## src/rtl/csc_pkg.sv

```systemverilog
// Shared types and helpers for the colour space converter pixel ingress stage.
package csc_pkg;

    localparam int unsigned CH_W_DEF   = 8;
    localparam int unsigned NUM_CH_DEF = 3;

    // Frame markers carried alongside each pixel through the FIFO.
    typedef struct packed {
        logic sof;
        logic eol;
    } tag_t;

    // Index width for a power-of-two depth; never below one bit.
    function automatic int unsigned addr_w(input int unsigned depth);
        return (depth > 1) ? $clog2(depth) : 1;
    endfunction

endpackage

```

## src/rtl/csc_sync_fifo.sv

```systemverilog
// Generic first-word-fall-through synchronous FIFO with occupancy output.
// Pointers carry one extra wrap bit so full and empty are distinguishable.
module csc_sync_fifo
    import csc_pkg::*;
#(
    parameter int unsigned WIDTH = 8,
    parameter int unsigned DEPTH = 8,
    localparam int unsigned AW = addr_w(DEPTH),
    localparam int unsigned PW = AW + 1
) (
    input  logic             clk,
    input  logic             rst_i,
    input  logic             push_i,
    input  logic [WIDTH-1:0] wdata_i,
    input  logic             pop_i,
    output logic [WIDTH-1:0] rdata_o,
    output logic             full_o,
    output logic             empty_o,
    output logic [PW-1:0]    level_o
);

    localparam logic [PW-1:0] FullXor = {1'b1, {AW{1'b0}}};

    logic [WIDTH-1:0] mem_q [DEPTH];
    logic [PW-1:0]    wr_ptr_q, wr_ptr_d;
    logic [PW-1:0]    rd_ptr_q, rd_ptr_d;
    logic             do_push, do_pop;

    assign full_o  = (wr_ptr_q ^ rd_ptr_q) == FullXor;
    assign empty_o = wr_ptr_q == rd_ptr_q;
    assign level_o = wr_ptr_q - rd_ptr_q;

    // Head entry drives the output directly; no bypass from the write port.
    assign rdata_o = mem_q[rd_ptr_q[AW-1:0]];

    // Full blocks a push even when a pop frees a slot in the same cycle.
    assign do_push = push_i & ~full_o;
    assign do_pop  = pop_i & ~empty_o;

    always_comb begin
        wr_ptr_d = wr_ptr_q;
        rd_ptr_d = rd_ptr_q;
        if (do_push) begin
            wr_ptr_d = wr_ptr_q + PW'(1);
        end
        if (do_pop) begin
            rd_ptr_d = rd_ptr_q + PW'(1);
        end
    end

    always_ff @(posedge clk or posedge rst_i) begin
        if (rst_i) begin
            wr_ptr_q <= '0;
            rd_ptr_q <= '0;
        end else begin
            wr_ptr_q <= wr_ptr_d;
            rd_ptr_q <= rd_ptr_d;
        end
    end

    // Storage is not reset; contents are only observable through valid pointers.
    always_ff @(posedge clk) begin
        if (do_push) begin
            mem_q[wr_ptr_q[AW-1:0]] <= wdata_i;
        end
    end

endmodule

```

## src/rtl/csc_pixel_ingress.sv

```systemverilog
// Pixel input stage for the colour space converter: packs pixel plus frame tags
// into a FWFT FIFO, exposes ready backpressure and counts pixels dropped when full.
module csc_pixel_ingress
    import csc_pkg::*;
#(
    parameter int unsigned CH_W   = CH_W_DEF,
    parameter int unsigned NUM_CH = NUM_CH_DEF,
    parameter int unsigned DEPTH  = 8,
    parameter int unsigned CNT_W  = 16,
    localparam int unsigned PIX_W = NUM_CH * CH_W,
    localparam int unsigned LVL_W = addr_w(DEPTH) + 1
) (
    input  logic             clk,
    input  logic             rst_i,
    input  logic             data_valid_i,
    input  logic [PIX_W-1:0] pix_i,
    input  logic             sof_i,
    input  logic             eol_i,
    output logic             ready_o,
    output logic             valid_o,
    output logic [PIX_W-1:0] pix_o,
    output logic             sof_o,
    output logic             eol_o,
    input  logic             ready_i,
    output logic [LVL_W-1:0] level_o,
    output logic             overflow_o,
    output logic [CNT_W-1:0] drop_cnt_o,
    input  logic             clr_err_i
);

    localparam int unsigned ENT_W = PIX_W + $bits(tag_t);
    localparam logic [CNT_W-1:0] CntMax = '1;

    tag_t             in_tag, out_tag;
    logic [ENT_W-1:0] wdata, rdata;
    logic             full, empty;
    logic             push, pop, drop;
    logic             overflow_q, overflow_d;
    logic [CNT_W-1:0] drop_cnt_q, drop_cnt_d;

    assign in_tag = '{sof: sof_i, eol: eol_i};
    assign wdata  = {in_tag, pix_i};

    // ready_o depends only on registered pointers, never on this cycle's inputs.
    assign ready_o = ~full;
    assign valid_o = ~empty;

    assign push = data_valid_i & ready_o;
    assign pop  = valid_o & ready_i;
    assign drop = data_valid_i & ~ready_o;

    csc_sync_fifo #(
        .WIDTH (ENT_W),
        .DEPTH (DEPTH)
    ) u_fifo (
        .clk     (clk),
        .rst_i   (rst_i),
        .push_i  (push),
        .wdata_i (wdata),
        .pop_i   (pop),
        .rdata_o (rdata),
        .full_o  (full),
        .empty_o (empty),
        .level_o (level_o)
    );

    assign out_tag = tag_t'(rdata[ENT_W-1 -: $bits(tag_t)]);
    assign pix_o   = rdata[PIX_W-1:0];
    assign sof_o   = out_tag.sof;
    assign eol_o   = out_tag.eol;

    // A drop coinciding with a clear survives it as a fresh single event.
    always_comb begin
        overflow_d = overflow_q;
        drop_cnt_d = drop_cnt_q;
        if (clr_err_i) begin
            overflow_d = drop;
            drop_cnt_d = CNT_W'(drop);
        end else if (drop) begin
            overflow_d = 1'b1;
            if (drop_cnt_q != CntMax) begin
                drop_cnt_d = drop_cnt_q + CNT_W'(1);
            end
        end
    end

    always_ff @(posedge clk or posedge rst_i) begin
        if (rst_i) begin
            overflow_q <= 1'b0;
            drop_cnt_q <= '0;
        end else begin
            overflow_q <= overflow_d;
            drop_cnt_q <= drop_cnt_d;
        end
    end

    assign overflow_o = overflow_q;
    assign drop_cnt_o = drop_cnt_q;

endmodule

```

## config.mk

```make
export PLATFORM = sky130hd
export DESIGN_NAME = csc_pixel_ingress
export DESIGN_NICKNAME = d
export VERILOG_FILES = /design/src/rtl/csc_pkg.sv /design/src/rtl/csc_sync_fifo.sv /design/src/rtl/csc_pixel_ingress.sv
export SDC_FILE = /design/constraint.sdc
export NUM_CORES = 1
export LEC_CHECK = 0
export ABC_AREA = 0
export BUFFER_PORTS_ARGS = -buffer_cell sky130_fd_sc_hd__buf_4
export CORE_MARGIN = 2
export CORE_UTILIZATION = 55
export DETAILED_ROUTE_END_ITERATION = 8
export PLACE_DENSITY = 0.74
export RECOVER_POWER = 50
export SLEW_MARGIN = 20
export SYNTH_ARGS = -nofsm -noshare
export SYNTH_HDL_FRONTEND = slang
export SYNTH_SLANG_ARGS = --single-unit
```

## constraint.sdc

```tcl
create_clock -name clk -period 5.5 [get_ports clk]
set_input_delay 0.275 -clock clk [delete_from_list [all_inputs] [get_ports clk]]
set_output_delay 0.275 -clock clk [all_outputs]
set_load 0.02 [all_outputs]
```

==> flow_metrics.env <==
export IMPL_synth_xor_area_share=0.0102
export IMPL_switchingPower_mw=1.95
export IMPL_h_tree_depth=1
export IMPL_synth_seq_cells=233
export IMPL_power_leakage_nw=3.82
export IMPL_combPwrFrac=0.348
export IMPL_start_util=0.563
export IMPL_netSwitchingFraction=0.326
export IMPL_die_width_um=134
export IMPL_dominantRegCellSynth="edfxtp_1"
export IMPL_setup_viol=0
export IMPL_yosysUniqueCellTypes=44
export IMPL_end_kind="flop"
export IMPL_post_cts_buffers=0
export IMPL_ant_nets=0
export IMPL_outcome="finished clean"
export IMPL_irDropWorstVdd_v=0.000329
export IMPL_r2r_end="u_fifo.mem_q[6][10]$_DFFE_PP_"
export IMPL_hold_path_startpoint="ready_i"
export IMPL_holdPathEnd="u_fifo.rd_ptr_q[3]$_DFFE_PP0P_"
export IMPL_wl_um=17800
export IMPL_rr_worst_depth=7
export IMPL_crit_required_ns=5.63
export IMPL_ios=80
export IMPL_root_buffer="clkbuf_16"
export IMPL_synth_mux_area_frac=0.131
export IMPL_min_path_cells=3
export IMPL_cts_resized=0
export IMPL_worstPathArrival_ns=3.82
export IMPL_max_stage_delay_ns=0.78
export IMPL_grt_overflow=0
export IMPL_coreArea_mm2=0.0166
export IMPL_io_buffers=79
export IMPL_slew_headroom=0.314
export IMPL_place_gp_congestion=0.862
export IMPL_cts_hold_buf=17
export IMPL_numCtsBuffers=24
export IMPL_synthSimpleGateAreaFrac=0.0745
export IMPL_dp_slack_ns=2.07
export IMPL_finalNetCount=666
export IMPL_cp_cell_sequence="buf_4, clkinv_1, ha_1, and3_1, a21boi_0, nand2_1, nor2_4"
export IMPL_rsz0062_at_grt="false"
export IMPL_drive_gt1_frac=0.237
export IMPL_worstSkewPairLatency_ns=0.51
export IMPL_syn_avg_cell_area_um2=17.9
export IMPL_rr_startpoint="u_fifo.rd_ptr_q[2]$_DFFE_PP0P_"
export IMPL_grt_pass1_wl_um=27900
export IMPL_fin_skew_ns=0.00619
export IMPL_synth_top_family_by_area="multiplexers"
export IMPL_rows=47
export IMPL_max_freq_mhz=271
export IMPL_postSynthNetCount=558
export IMPL_dr_total_vias=4987
export IMPL_clock_power_share=0.264
export IMPL_cts_path_max_buffers=3
export IMPL_hold_violations=0
export IMPL_crit_fanout=29
export IMPL_drt_iter0_drc=383
export IMPL_async_reset_ff_frac=0.107
export IMPL_antenna_found_initial=0
export IMPL_cap_violations=0
export IMPL_synth_compound_area_frac=0.0225
export IMPL_hold_class="primary input to flop"
export IMPL_cp_slowest_cell="nor2_4"
export IMPL_fin_ws_ns=1.81
export IMPL_viasPerCell=5.76
export IMPL_grt_max_degree=56
export IMPL_grt_pass1_vias=5002
export IMPL_dieArea_mm2=0.0180
export IMPL_route_detailed_drc=0
export IMPL_clock_sinks=233
export IMPL_crit_path_start_kind="flop"
export IMPL_cts_tree="done"
export IMPL_period_share=0.670
export IMPL_powerDensity_mw_per_mm2=544
export IMPL_drv_slew=0
export IMPL_finalCriticalPeriod_ns=3.69
export IMPL_postSynthCellCount=520
export IMPL_wl_per_cell_um=20.5
export IMPL_area_delta_synth_final_pct=18.2
export IMPL_p_int_mw=4.04
export IMPL_critical_path_class="flop to flop"
export IMPL_reg2reg_slack_ns=1.81
export IMPL_tightest_slew_ns=1.03
export IMPL_path_clk_slew_ns=0.06
export IMPL_whs_ns=0.0796
export IMPL_num_antenna_cells=0
export IMPL_yosysSeqAreaShare=0.736
export IMPL_tns_ns=0
export IMPL_synth_edf_count=208
export IMPL_yosysWarnings=0
export IMPL_die_height_um=134
export IMPL_firstDrtPassIters=5
export IMPL_syn_area_mm2=0.00933
export IMPL_synth_adder_area_share=0.0102
export IMPL_seq_power_share=0.388
export IMPL_grt_use_total=0.202
export IMPL_dp_hpwl_um=10400
-- power groups by stage --
stage	Combinational (mW)	Sequential, mW	Clock [mW]
4_1_cts	2.16	2.33	1.61
5_1_grt	2.26	2.35	1.69
2_1_floorplan	1.39	2.34	0
3_5_place_dp	2.13	2.36	0
3_3_place_gp	2.10	2.34	0
6_report	2.08	2.33	1.58
-- metal layers --
layer	up-vias	wire (µm)	global-route usage
met3	34	949	0.0329
li1	2265	-	-
met4	0	395	0.0468
met2	167	8970	0.342
met1	2521	7440	0.282
met5	-	0	0
-- state kept, by name, summed over array words and instances, names as in the netlist --
register         flops
drop_cnt_o          16
overflow_o           1
u_fifo.mem_q       208
u_fifo.rd_ptr_q      4
u_fifo.wr_ptr_q      4
-- cell usage after synthesis, types with 2 or more instances --
| master | n | share of area |
|---|---|---|
| a211oi_1 | 2 | 0.0016 |
| a21oi_1 | 11 | 0.0059 |
| a311oi_1 | 2 | 0.0019 |
| a31oi_1 | 2 | 0.0013 |
| and3_1 | 5 | 0.0034 |
| buf_2 | 7 | 0.0038 |
| clkbuf_1 | 17 | 0.0068 |
| dfrtp_1 | 25 | 0.067 |
| edfxtp_1 | 208 | 0.67 |
| ha_1 | 6 | 0.0080 |
| inv_1 | 10 | 0.0040 |
| mux2_2 | 4 | 0.0048 |
| mux4_2 | 52 | 0.13 |
| nand2_1 | 90 | 0.036 |
| nand2b_1 | 3 | 0.0020 |
| nand3_1 | 8 | 0.0043 |
| nand4_1 | 5 | 0.0034 |
| nor2_1 | 11 | 0.0044 |
| nor2b_1 | 3 | 0.0020 |
| nor3_1 | 4 | 0.0021 |
| nor4_1 | 2 | 0.0013 |
| o21ai_0 | 3 | 0.0016 |
| o31a_1 | 2 | 0.0019 |
| o31ai_1 | 6 | 0.0048 |
| or4_1 | 6 | 0.0048 |
| xnor2_1 | 8 | 0.0075 |
-- worst max path at each step --
stage                                              start                            end  depth (start not counted)
after floorplan           u_fifo.rd_ptr_q[1]$_DFFE_PP0P_   u_fifo.mem_q[0][0]$_DFFE_PP_                          9
after detailed placement  u_fifo.rd_ptr_q[2]$_DFFE_PP0P_  u_fifo.mem_q[6][12]$_DFFE_PP_                          7
after global routing      u_fifo.rd_ptr_q[2]$_DFFE_PP0P_   u_fifo.mem_q[6][0]$_DFFE_PP_                          7
after CTS                 u_fifo.rd_ptr_q[2]$_DFFE_PP0P_   u_fifo.mem_q[6][0]$_DFFE_PP_                          7
final                     u_fifo.rd_ptr_q[2]$_DFFE_PP0P_  u_fifo.mem_q[6][10]$_DFFE_PP_                          7
after global placement    u_fifo.rd_ptr_q[2]$_DFFE_PP0P_  u_fifo.mem_q[2][10]$_DFFE_PP_                          7
-- cell type report --
class	instances	area (µm²)
clock buffer	25	604
clock inverter	19	185
fill	1150	5560
inverter	11	41.3
multi-input combinational	252	2370
sequential	233	6880
tap	220	275
timing repair buffer	106	676
-- critical path, delay by kind of cell, from the launching register on --
| family | cells | cell delay (ns) |
|---|---|---|
| compound gates | 1 | 0.63 |
| fa+ha+maj | 1 | 0.37 |
| buf+inv | 2 | 0.52 |
| flops | 1 | 0.34 |
| simple gates | 3 | 1.44 |
-- layout by cell type (no fill, tap or decap), drive strengths merged, types with 5 or more instances in the layout --
cell / synthesis / final
nand4: 6 / 6
and3: 5 / 5
nand2: 90 / 90
mux4: 52 / 52
buf: 7 / 42
inv: 10 / 10
dlygate4sd3: 0 / 18
ha: 6 / 6
clkbuf: 17 / 71
edfxtp: 208 / 208
dfrtp: 25 / 25
o31ai: 6 / 6
nand3: 8 / 8
nor2: 11 / 11
a21oi: 11 / 11
clkinv: 1 / 15
xnor2: 8 / 8
or4: 7 / 7
-- kinds of logic (layout without fill, tap and decap cells) --
kind of cell / after synthesis / in the layout
fa+ha+maj: 7 / 7
mux: 57 / 57
flops: 233 / 233
compound gates: 32 / 32
simple gates: 146 / 146
buf+inv: 35 / 161
xor+xnor: 10 / 10
-- stage by stage --
stage               power, mW   util  instance area, µm²  cells
finish                   6.00  0.665               11000    866
global placement         4.45  0.616               10200    804
CTS                      6.09  0.674               11200    865
global route             6.29  0.665               11000    866
floorplan                3.73      -                9330    520
detailed placement       4.49  0.616               10200    804
Power figures use the tool's default switching activity.
